## src/rtl/mem_port_arbiter.sv

```systemverilog
// Shares one synchronous single-port memory between instruction fetch (IF) and load/store (D).
// D wins by default; IF is forced through once it has lost STARVE_MAX arbitrations in a row.
module mem_port_arbiter #(
  parameter int ADDR_W     = 32,
  parameter int DATA_W     = 32,
  parameter int MEM_LAT    = 1,
  parameter int STARVE_MAX = 4
) (
  input  logic                clk,
  input  logic                rst,
  input  logic                if_req,
  input  logic [ADDR_W-1:0]   if_addr,
  output logic [DATA_W-1:0]   if_rdata,
  output logic                if_ready,
  input  logic                d_req,
  input  logic                d_we,
  input  logic [DATA_W/8-1:0] d_be,
  input  logic [ADDR_W-1:0]   d_addr,
  input  logic [DATA_W-1:0]   d_wdata,
  output logic [DATA_W-1:0]   d_rdata,
  output logic                d_ready,
  output logic                mem_en,
  output logic                mem_we,
  output logic [DATA_W/8-1:0] mem_be,
  output logic [ADDR_W-1:0]   mem_addr,
  output logic [DATA_W-1:0]   mem_wdata,
  input  logic [DATA_W-1:0]   mem_rdata,
  output logic                busy,
  output logic                owner
);

  localparam int BE_W = DATA_W / 8;

  typedef enum logic [1:0] {IDLE, ISSUE, WAIT, RESP} state_t;

  state_t              state_reg, state_next;
  logic [3:0]          wait_cnt_reg, wait_cnt_next;
  logic [3:0]          starve_cnt_reg, starve_cnt_next;
  logic                grant_if;
  logic                mem_en_next, mem_we_next;
  logic [BE_W-1:0]     mem_be_next;
  logic [ADDR_W-1:0]   mem_addr_next;
  logic [DATA_W-1:0]   mem_wdata_next;
  logic [DATA_W-1:0]   if_rdata_next, d_rdata_next;
  logic                if_ready_next, d_ready_next;
  logic                busy_next, owner_next;

  always_ff @(posedge clk or negedge rst) begin
    if (!rst) begin
      state_reg      <= IDLE;
      wait_cnt_reg   <= '0;
      starve_cnt_reg <= '0;
      mem_en         <= 1'b0;
      mem_we         <= 1'b0;
      mem_be         <= '0;
      mem_addr       <= '0;
      mem_wdata      <= '0;
      if_rdata       <= '0;
      d_rdata        <= '0;
      if_ready       <= 1'b0;
      d_ready        <= 1'b0;
      busy           <= 1'b0;
      owner          <= 1'b0;
    end else begin
      state_reg      <= state_next;
      wait_cnt_reg   <= wait_cnt_next;
      starve_cnt_reg <= starve_cnt_next;
      mem_en         <= mem_en_next;
      mem_we         <= mem_we_next;
      mem_be         <= mem_be_next;
      mem_addr       <= mem_addr_next;
      mem_wdata      <= mem_wdata_next;
      if_rdata       <= if_rdata_next;
      d_rdata        <= d_rdata_next;
      if_ready       <= if_ready_next;
      d_ready        <= d_ready_next;
      busy           <= busy_next;
      owner          <= owner_next;
    end
  end

  // The memory-side outputs double as the access latches: they are loaded at the
  // grant and held through WAIT, so all outputs come straight from flops.
  always_comb begin
    state_next      = state_reg;
    wait_cnt_next   = wait_cnt_reg;
    starve_cnt_next = starve_cnt_reg;
    grant_if        = if_req && (!d_req || (starve_cnt_reg == 4'(STARVE_MAX)));
    mem_en_next     = 1'b0;
    mem_we_next     = mem_we;
    mem_be_next     = mem_be;
    mem_addr_next   = mem_addr;
    mem_wdata_next  = mem_wdata;
    if_rdata_next   = if_rdata;
    d_rdata_next    = d_rdata;
    if_ready_next   = 1'b0;
    d_ready_next    = 1'b0;
    owner_next      = owner;

    case (state_reg)
      IDLE: begin
        if (if_req || d_req) begin
          state_next  = ISSUE;
          mem_en_next = 1'b1;
          owner_next  = !grant_if;
          if (grant_if) begin
            mem_addr_next   = if_addr;
            mem_we_next     = 1'b0;
            mem_be_next     = {BE_W{1'b1}};
            mem_wdata_next  = '0;
            starve_cnt_next = '0;
          end else begin
            mem_addr_next  = d_addr;
            mem_we_next    = d_we;
            mem_be_next    = d_be;
            mem_wdata_next = d_wdata;
            if (if_req && (starve_cnt_reg < 4'(STARVE_MAX)))
              starve_cnt_next = starve_cnt_reg + 4'd1;
          end
        end
      end
      ISSUE: begin
        state_next    = WAIT;
        wait_cnt_next = 4'(MEM_LAT);
      end
      WAIT: begin
        wait_cnt_next = wait_cnt_reg - 4'd1;
        if (wait_cnt_reg == 4'd1) begin
          if (!owner)
            if_rdata_next = mem_rdata;
          else if (!mem_we)
            d_rdata_next = mem_rdata;
          state_next    = RESP;
          mem_we_next   = 1'b0;
          mem_be_next   = '0;
          if_ready_next = !owner;
          d_ready_next  = owner;
        end
      end
      RESP: begin
        state_next = IDLE;
      end
      default: begin
        state_next = IDLE;
      end
    endcase

    busy_next = (state_next != IDLE);
  end

endmodule
```

## config.mk

```make
export PLATFORM = sky130hd
export DESIGN_NAME = mem_port_arbiter
export DESIGN_NICKNAME = d
export VERILOG_FILES = /design/src/rtl/mem_port_arbiter.sv
export SDC_FILE = /design/constraint.sdc
export NUM_CORES = 1
export LEC_CHECK = 0
export CAP_MARGIN = 0
export CELL_PAD_IN_SITES_DETAIL_PLACEMENT = 0
export CELL_PAD_IN_SITES_GLOBAL_PLACEMENT = 1
export CORE_MARGIN = 4
export CORE_UTILIZATION = 25
export CTS_CLUSTER_DIAMETER = 120
export CTS_CLUSTER_SIZE = 25
export DETAILED_ROUTE_END_ITERATION = 6
export PLACE_DENSITY = 0.73
export SLEW_MARGIN = 20
export SYNTH_ARGS = -nofsm -noshare
export SYNTH_HDL_FRONTEND = slang
export SYNTH_SLANG_ARGS = --single-unit
export TNS_END_PERCENT = 20
```

## constraint.sdc

```tcl
create_clock -name clk -period 2.6 [get_ports clk]
set_clock_uncertainty 0.15 [all_clocks]
set_input_delay 0.65 -clock clk [delete_from_list [all_inputs] [get_ports clk]]
set_output_delay 0.65 -clock clk [all_outputs]
set_load 0.02 [all_outputs]
```

---- Yosys cells after proc, flatten, opt, wreduce, memory -nomap -nowiden ----
Index checks and enable logic that the tools add are counted.
storage, ports and cells
  RAM bits ................................ 0
  memories kept ........................... 0
  output and inout bits ................... 138
  memory bits (read-only) ................. 0
  register bits ........................... 148
  latch bits .............................. 0
  input port bits ......................... 137
cells by class
  shifts and indexed selects .............. 0
  order comparisons ....................... 1
  bitwise gates (word level) .............. 2
  add/sub/neg operators ................... 2
  muxes and demuxes ....................... 22
  reduce and logical (&&, ||, !) cells .... 17
  equality and inequality tests ........... 7
  divide/modulo/power cells ............... 0
  multiply operators ...................... 0
operator list
  operator               count
  $mux W32               2
  $mux W4                5
  $pmux W4 S2            2
  $mux W1                9
  $reduce_and A3 Y1      3
  $pmux W2 S4            1
  $reduce_bool A2 Y1     4
  $add A4 B1 Y4 const B  1
  $eq A2 B2 Y1 const B   2
  $eq A4 B1 Y1 const B   1
  $eq A4 B3 Y1 const B   1
  $lt A4 B3 Y1 const B   1
  $mux W2                2
  $ne A2 B2 Y1 const B   2
  $reduce_and A4 Y1      1
  $sub A4 B1 Y4 const B  1
  $logic_not A1 Y1       3
  $eq A2 B1 Y1 const B   1
  $logic_and A1 B1 Y1    2
  $logic_not A2 Y1       1
  $logic_or A1 B1 Y1     2
  $not A1 Y1             2
  $pmux W1 S2            1
  $reduce_and A2 Y1      1

---- Depth between registers and ports, before layout ----
Gate-level depths: netlist of the first run.
  depth after elaboration ................. 6
  mapped depth ............................ 8

---- Worst setup path before layout of the first run ----
OpenSTA, ideal clock, no wires.
  path type ............................... register to register
  start point ............................. register state_reg[0]
  end point ............................... register d_rdata[10]
  data required time ...................... 2325 ps
  data arrival time ....................... 1679 ps
  slack ................................... 646 ps
  cell stages (with the launch flop) ...... 9
  library setup time ...................... 125 ps
  path through ............................ dfrtp_1 -> inv_1 -> ha_1 -> buf_4 -> nand3_2 -> or3_1 -> buf_4 -> buf_6 -> mux2_4
between the ends
  longest elaborated chain between the ends .. 2
RTL lines
  item                                line  source
  start: declaration                  36    state_t state_reg, state_next;
  start signal: assignment            65    state_reg <= state_next;
  $eq A2 B2 Y1                        100   case (state_reg)
  $reduce_and A4 Y1 (no source line)  -
  end signal: assignment              74    d_rdata <= d_rdata_next;
  end: declaration                    20    output logic [DATA_W-1:0] d_rdata,
Every way passes these cells.
A chain may end at the register's enable or synchronous reset.

---- Worst setup path after layout of the first run ----
  start point ............................. register owner
  end point ............................... output port owner
RTL lines
  item                      line  source
  start: declaration        29    output logic owner
  start signal: assignment  78    owner <= owner_next;
No word-level cell between the ends.

==> results of run 1 <==
-- stage by stage --
step / worst slack (ns) / hold WS (ns) / util [%] / instance area (um2)
2_1_floorplan: 0.646 / 0.204 / - / 6090
3_3_place_gp: 0.259 / 0.302 / 39.2 / 9280
3_5_place_dp: 0.207 / 0.308 / 39.2 / 9280
4_1_cts: 0.208 / 0.325 / 41.8 / 9890
5_1_grt: 0.191 / 0.346 / 41.8 / 9890
6_report: 0.262 / 0.324 / 41.8 / 9890
-- power by group through the flow --
stage / combinational, mW / clock [mW] / sequential [mW]
2_1_floorplan: 2.37 / 0 / 5.32
3_3_place_gp: 6.75 / 0 / 4.06
3_5_place_dp: 6.79 / 0 / 4.09
4_1_cts: 6.81 / 2.66 / 4.07
5_1_grt: 7.22 / 2.75 / 4.20
6_report: 6.70 / 2.55 / 4.05
-- layout make-up --
cell class | instances | area share, %
inverter | 10 | 0.379
sequential | 148 | 37.4
clock inverter | 13 | 1.69
multi-input combinational | 349 | 22.3
clock buffer | 18 | 4.44
timing repair buffer | 288 | 29.7
tap | 319 | 4.03
-- layer usage --
layer	global-route usage (%)	up-vias	wire [um]
met1	16.7	2290	7840
met2	21.4	216	8350
met5	0	-	18
met3	7.13	17	2330
met4	4.04	2	248
li1	-	2358	-
-- final timing paths --
kind / from / endpoint / slack (ns) / cells after the start
worst max-delay path: owner / owner / 0.26 / 1
worst min-delay path: mem_be[1] / mem_be[1] / 0.32 / 2
worst max register to register: wait_cnt_reg[1] / d_rdata[26] / 0.60 / 6
worst min register to register: mem_be[1] / mem_be[1] / 0.32 / 2
max in group asynchronous: rst / mem_addr[2] / 1.04 / 3
min in group asynchronous: rst / d_rdata[25] / 0.58 / 2
-- cell families after synthesis --
kind of cell	count (synthesis)	share of synthesized area, %
DFF	148	60.8
AOI/OAI and AO/OA	114	9.62
adders and majority gates	6	1.23
muxes	67	14.2
buffers and inverters	44	3.37
and+or+nand+nor	162	10.7
-- cells in the final DEF (no fill, tap or decap), types with 2 or more instances in the layout --
cell / count
inv_1: 9
mux2_2: 36
nand2_1: 108
a21oi_1: 64
clkinvlp_4: 3
bufinv_16: 2
buf_12: 7
inv_8: 3
clkbuf_16: 17
nor3b_1: 2
mux2_4: 30
nor2_1: 37
ha_1: 6
clkdlybuf4s50_1: 273
inv_6: 3
buf_4: 6
o21ai_0: 43
dfrtp_1: 148
nand3_1: 4
==> reports/metrics.cfg, run 1 <==
[pwr]
clkPwrFrac_pct=19.2
seq_power_share_pct=30.5
switchingPower_mw=5.03
total_power_mw=13.3
p_sw_share_pct=37.8
powerDensity_mw_per_mm2=1350
p_leak_nw=4.27
combPwrFrac_pct=50.4
intPower_mw=8.27
vdd_ir_drop_max_mv=0.605

[run_status]
status=finished, final reports clean

[logic_synthesis]
yosys_warnings=0
ys.flop_type=dfrtp_1
synth_area_leaders=dfrtp_1 61%, mux2_4 7.4%, mux2_2 6.7%
syn-cell-area_mm2=0.00609
synth.most_common_cell=dfrtp_1
synth_commonest_cells=148 x dfrtp_1, 108 x nand2_1, 64 x a21oi_1
seq_area_frac_synth_pct=60.8
syn_nets=684
syn_inst=541
async_reset_ff_share_pct=100
ys_ff_latch=148
avgSynthCellArea_um2=11.3
synth_edf_count=0
synth_area_leader_cell=dfrtp_1
synth.distinct_cells=32
synth_top_area_share_pct=60.8

[place]
dp_hpwl_um=13400
dp_cells=1113
port_buffers=274
gp_congestion=0.742

[clock_network]
clockBufferDepth=2
cts_resized=0
cts_sinks=148
cts_made_buffers=17
htreeDepth=4
path_clk_slew_ns=0.07
post_cts_buffers=0
ctsRootBufferMaster=clkbuf_16
clk-insertion-delay-late_ns=0.41
holdBufCountCts=1
tritoncts=yes

[finish]
final_nets=957
drive_above_1_share_pct=14.6
register_area_mm2=0.00370
final_cells=1145
multi_input_area_mm2=0.00221
num_antenna_cells=0
fillers=2339
syn2layout_area_growth_pct=62.4

[critical_path]
crit_type=reg -> out
worstPathArrival_ns=1.54
cp_max_fo=4
critical_path.top_delay_family=buffers and inverters
critPathBufInv=1
slowest_stage=clkdlybuf4s50_1
critical_path.cell_chain=clkdlybuf4s50_1
critPathCaptureType=primary output
crit_required_ns=1.80
cpPeakStageDelay_ns=0.67
worst_setup_path_start_kind=register

[die]
die_w_um=164
ios=275
core_area_mm2=0.0237
die_y_um=164
start_util_pct=25.7
design.die.area_mm2=0.0269
placementRows=56

[sta]
hold_viol=0
fin_crit_ns=2.34
drv_slew=0
max-slew-margin-rel_pct=68.9
max_slew.worst_pin.slew_ns=0.466
rsz0062_at_grt=false
setup_violations=0
fmax_mhz=428
setup_tns_ns=0
min_period_over_period_pct=89.9

[job]
cap_violations=0

[drt]
dr.pass1.iters=4
drc=0
finalWirelength_um=18800
vias_per_cell=4.26
ant_nets=0
drtIter0Drc=193
wl_per_cell_um=16.4
via_count=4883

[global_route]
grt_pass1_vias=5018
grt_first_pass_wirelength_um=28600
grt_use_total_pct=13.7
grt_max_degree=62
overflow=0
antenna_found_initial=1

[hold_path]
hold_path.class=reg -> reg

(Power assumes the default switching activity.)
==> run 2, diff against run 1 <==
CTS_CLUSTER_DIAMETER = not set   (was 120)
==> results of run 2 <==
The final DEF is identical to that of run 1; final timing and power are the same.
==> run 3, diff against run 2 <==
SETUP_SLACK_MARGIN = 0.1   (was not set)
clock period = 2.9 ns   (was 2.6 ns; I/O delays follow)
==> run 3 against run 2 <==
Against the previous run: hold slack got worse by 0.26 ns; flip-flop and latch count stayed put; routed wire length is 0.73% lower; setup slack improved by 0.25 ns; sequential power fell by 10%; global-route usage down 0.22 points; clock power fell by 15%; combinational power fell by 11%; utilization fell by 0.30 points; register-to-register slack got worse by 0.04 ns; highest routed layer unchanged.
==> reports/metrics.cfg, run 3 (synthesis results as in run 1) <==
[drt]
dr.pass1.iters=4  ; unchanged
via_count=4931  ; +0.98%
wl_per_cell_um=16.3  ; -0.47%
finalWirelength_um=18600  ; -0.73%
drtIter0Drc=247  ; +28%
drc=0  ; unchanged
ant_nets=0  ; unchanged
vias_per_cell=4.32  ; +1.2%

[die]
ios=275  ; unchanged
design.die.area_mm2=0.0269  ; unchanged
start_util_pct=25.7  ; unchanged
core_area_mm2=0.0237  ; unchanged
die_w_um=164  ; unchanged
die_y_um=164  ; unchanged
placementRows=56  ; unchanged

[clock_network]
cts_resized=0  ; unchanged
cts_sinks=148  ; unchanged
post_cts_buffers=0  ; unchanged
path_clk_slew_ns=0.07  ; about the same
clk-insertion-delay-late_ns=0.41  ; about the same
tritoncts=yes
clockBufferDepth=2  ; unchanged
cts_made_buffers=17  ; unchanged
htreeDepth=4  ; unchanged
ctsRootBufferMaster=clkbuf_16
holdBufCountCts=0  ; -1

[finish]
fin_area_mm2=0.00982  ; -0.72%
register_area_mm2=0.00370  ; unchanged
syn2layout_area_growth_pct=61.3
fillers=2342  ; +0.13%
num_antenna_cells=0  ; unchanged
drive_above_1_share_pct=14.5  ; -0.19 points
final_nets=954  ; -0.31%
final_common_cell=clkdlybuf4s50_1
multi_input_area_mm2=0.00221  ; unchanged
final_cell_mix=273 x clkdlybuf4s50_1, 148 x dfrtp_1, 108 x nand2_1

[global_route]
grt_pass1_vias=4972  ; -0.92%
antenna_found_initial=1  ; unchanged
grt_use_total_pct=13.5  ; -0.22 points
grt_first_pass_wirelength_um=28400  ; -0.94%
overflow=0  ; unchanged
grt_max_degree=67  ; +8.1%

[sta]
setup_tns_ns=0  ; unchanged
max-slew-margin-rel_pct=69.2  ; +0.22 points
min_period_over_period_pct=82.4
fmax_mhz=419
rsz0062_at_grt=false
setup_violations=0  ; unchanged
fin_crit_ns=2.39
fin_ws_ns=0.511  ; +0.249 ns
drv_slew=0  ; unchanged
max_slew.worst_pin.slew_ns=0.463  ; -0.00330 ns
hold_viol=0  ; unchanged

[critical_path]
critical_path.cell_chain=clkdlybuf4s50_1
critical_path.top_delay_family=buffers and inverters
critPathCaptureType=primary output
crit_type=reg -> out
cp_max_fo=4  ; unchanged
worstPathArrival_ns=1.51  ; -0.03 ns
cpPeakStageDelay_ns=0.67  ; about the same
critPathBufInv=1  ; unchanged
reg2reg_from=state_reg[0]
slowest_stage=clkdlybuf4s50_1
reg2reg_to=d_rdata[25]
reg2regPathDepth=6  ; unchanged
crit_required_ns=2.03  ; +0.23 ns
r2r_slack_ns=0.56  ; -0.04 ns
worst_setup_path_start_kind=register

[place]
place_area_mm2=0.00925  ; -0.30%
port_buffers=274  ; unchanged
gp_congestion=0.740  ; -0.27%
dp_hpwl_um=13400  ; -0.18%
pre_cts_slack_ns=0.454  ; +0.247 ns

[job]
cap_violations=0  ; unchanged

[pwr]
p_leak_nw=4.23  ; -0.98%
vdd_ir_drop_max_mv=0.479  ; -21%
total_power_mw=11.8  ; -12%
powerDensity_mw_per_mm2=1200  ; -11%

[run_status]
status=finished, final reports clean

[hold_path]
hold_path.class=in -> async

## run 3: changes by cell type in the layout (fill, tap and decap cells not counted)
cell and delta:
dlygate4sd3_1 -1, inv_6 +1, bufinv_16 -1, buf_4 -1, inv_8 -2, clkinv_4 +1, clkbuf_8 -1, buf_12 -1
clkinvlp_4 +2
## run 3: how the worst max path moves through the flow
stage	startpoint	to	cells after the start
final	owner	owner	1
after global routing	owner	owner	1
after floorplan	state_reg[0]	d_rdata[10]	8
after detailed placement	if_req	mem_addr[13]	5
after global placement	if_req	mem_addr[15]	5
after CTS	owner	owner	1
## run 3: stage by stage
stage	hold WS [ns]	utilization, %	std cells
after global placement	0.300	39.0	1111
after global routing	0.0684	41.5	1142
after detailed placement	0.310	39.0	1111
after CTS	0.0693	41.5	1142
after floorplan	0.279	-	541
final	0.0647	41.5	1142
## run 3: worst reg2reg max path, stage by stage (launching register included)
cell	delay [ns]
dfrtp_1	0.37
inv_1	0.08
ha_1	0.34
nand3_2	0.20
or3_2	0.51
buf_12	0.22
mux2_4	0.35
## run 3: layout make-up
| cell class | count | share of cell area [%] |
|---|---|---|
| clock buffers | 17 | 4.33 |
| multi-input cells | 349 | 22.5 |
| repair buffers | 285 | 29.5 |
| flip-flops and latches | 148 | 37.7 |
| well taps | 319 | 4.06 |
| clock inverters | 14 | 1.50 |
| inverters | 10 | 0.382 |
## run 3: report_power, final
part           leakage, nW  internal (mW)  switching (mW)
clock network        0.264           1.20           0.956
registers             1.76           3.08           0.560
logic                 2.20           2.99            2.97
total                 4.23           7.27            4.49
## run 3: per-layer routing
layer	global-route usage [%]	vias to the layer above	share of wire, %
met5	0	-	0.11
met4	4.08	2	1.3
met3	6.37	15	12
met2	20.8	216	44
met1	17.0	2336	43
li1	-	2362	-
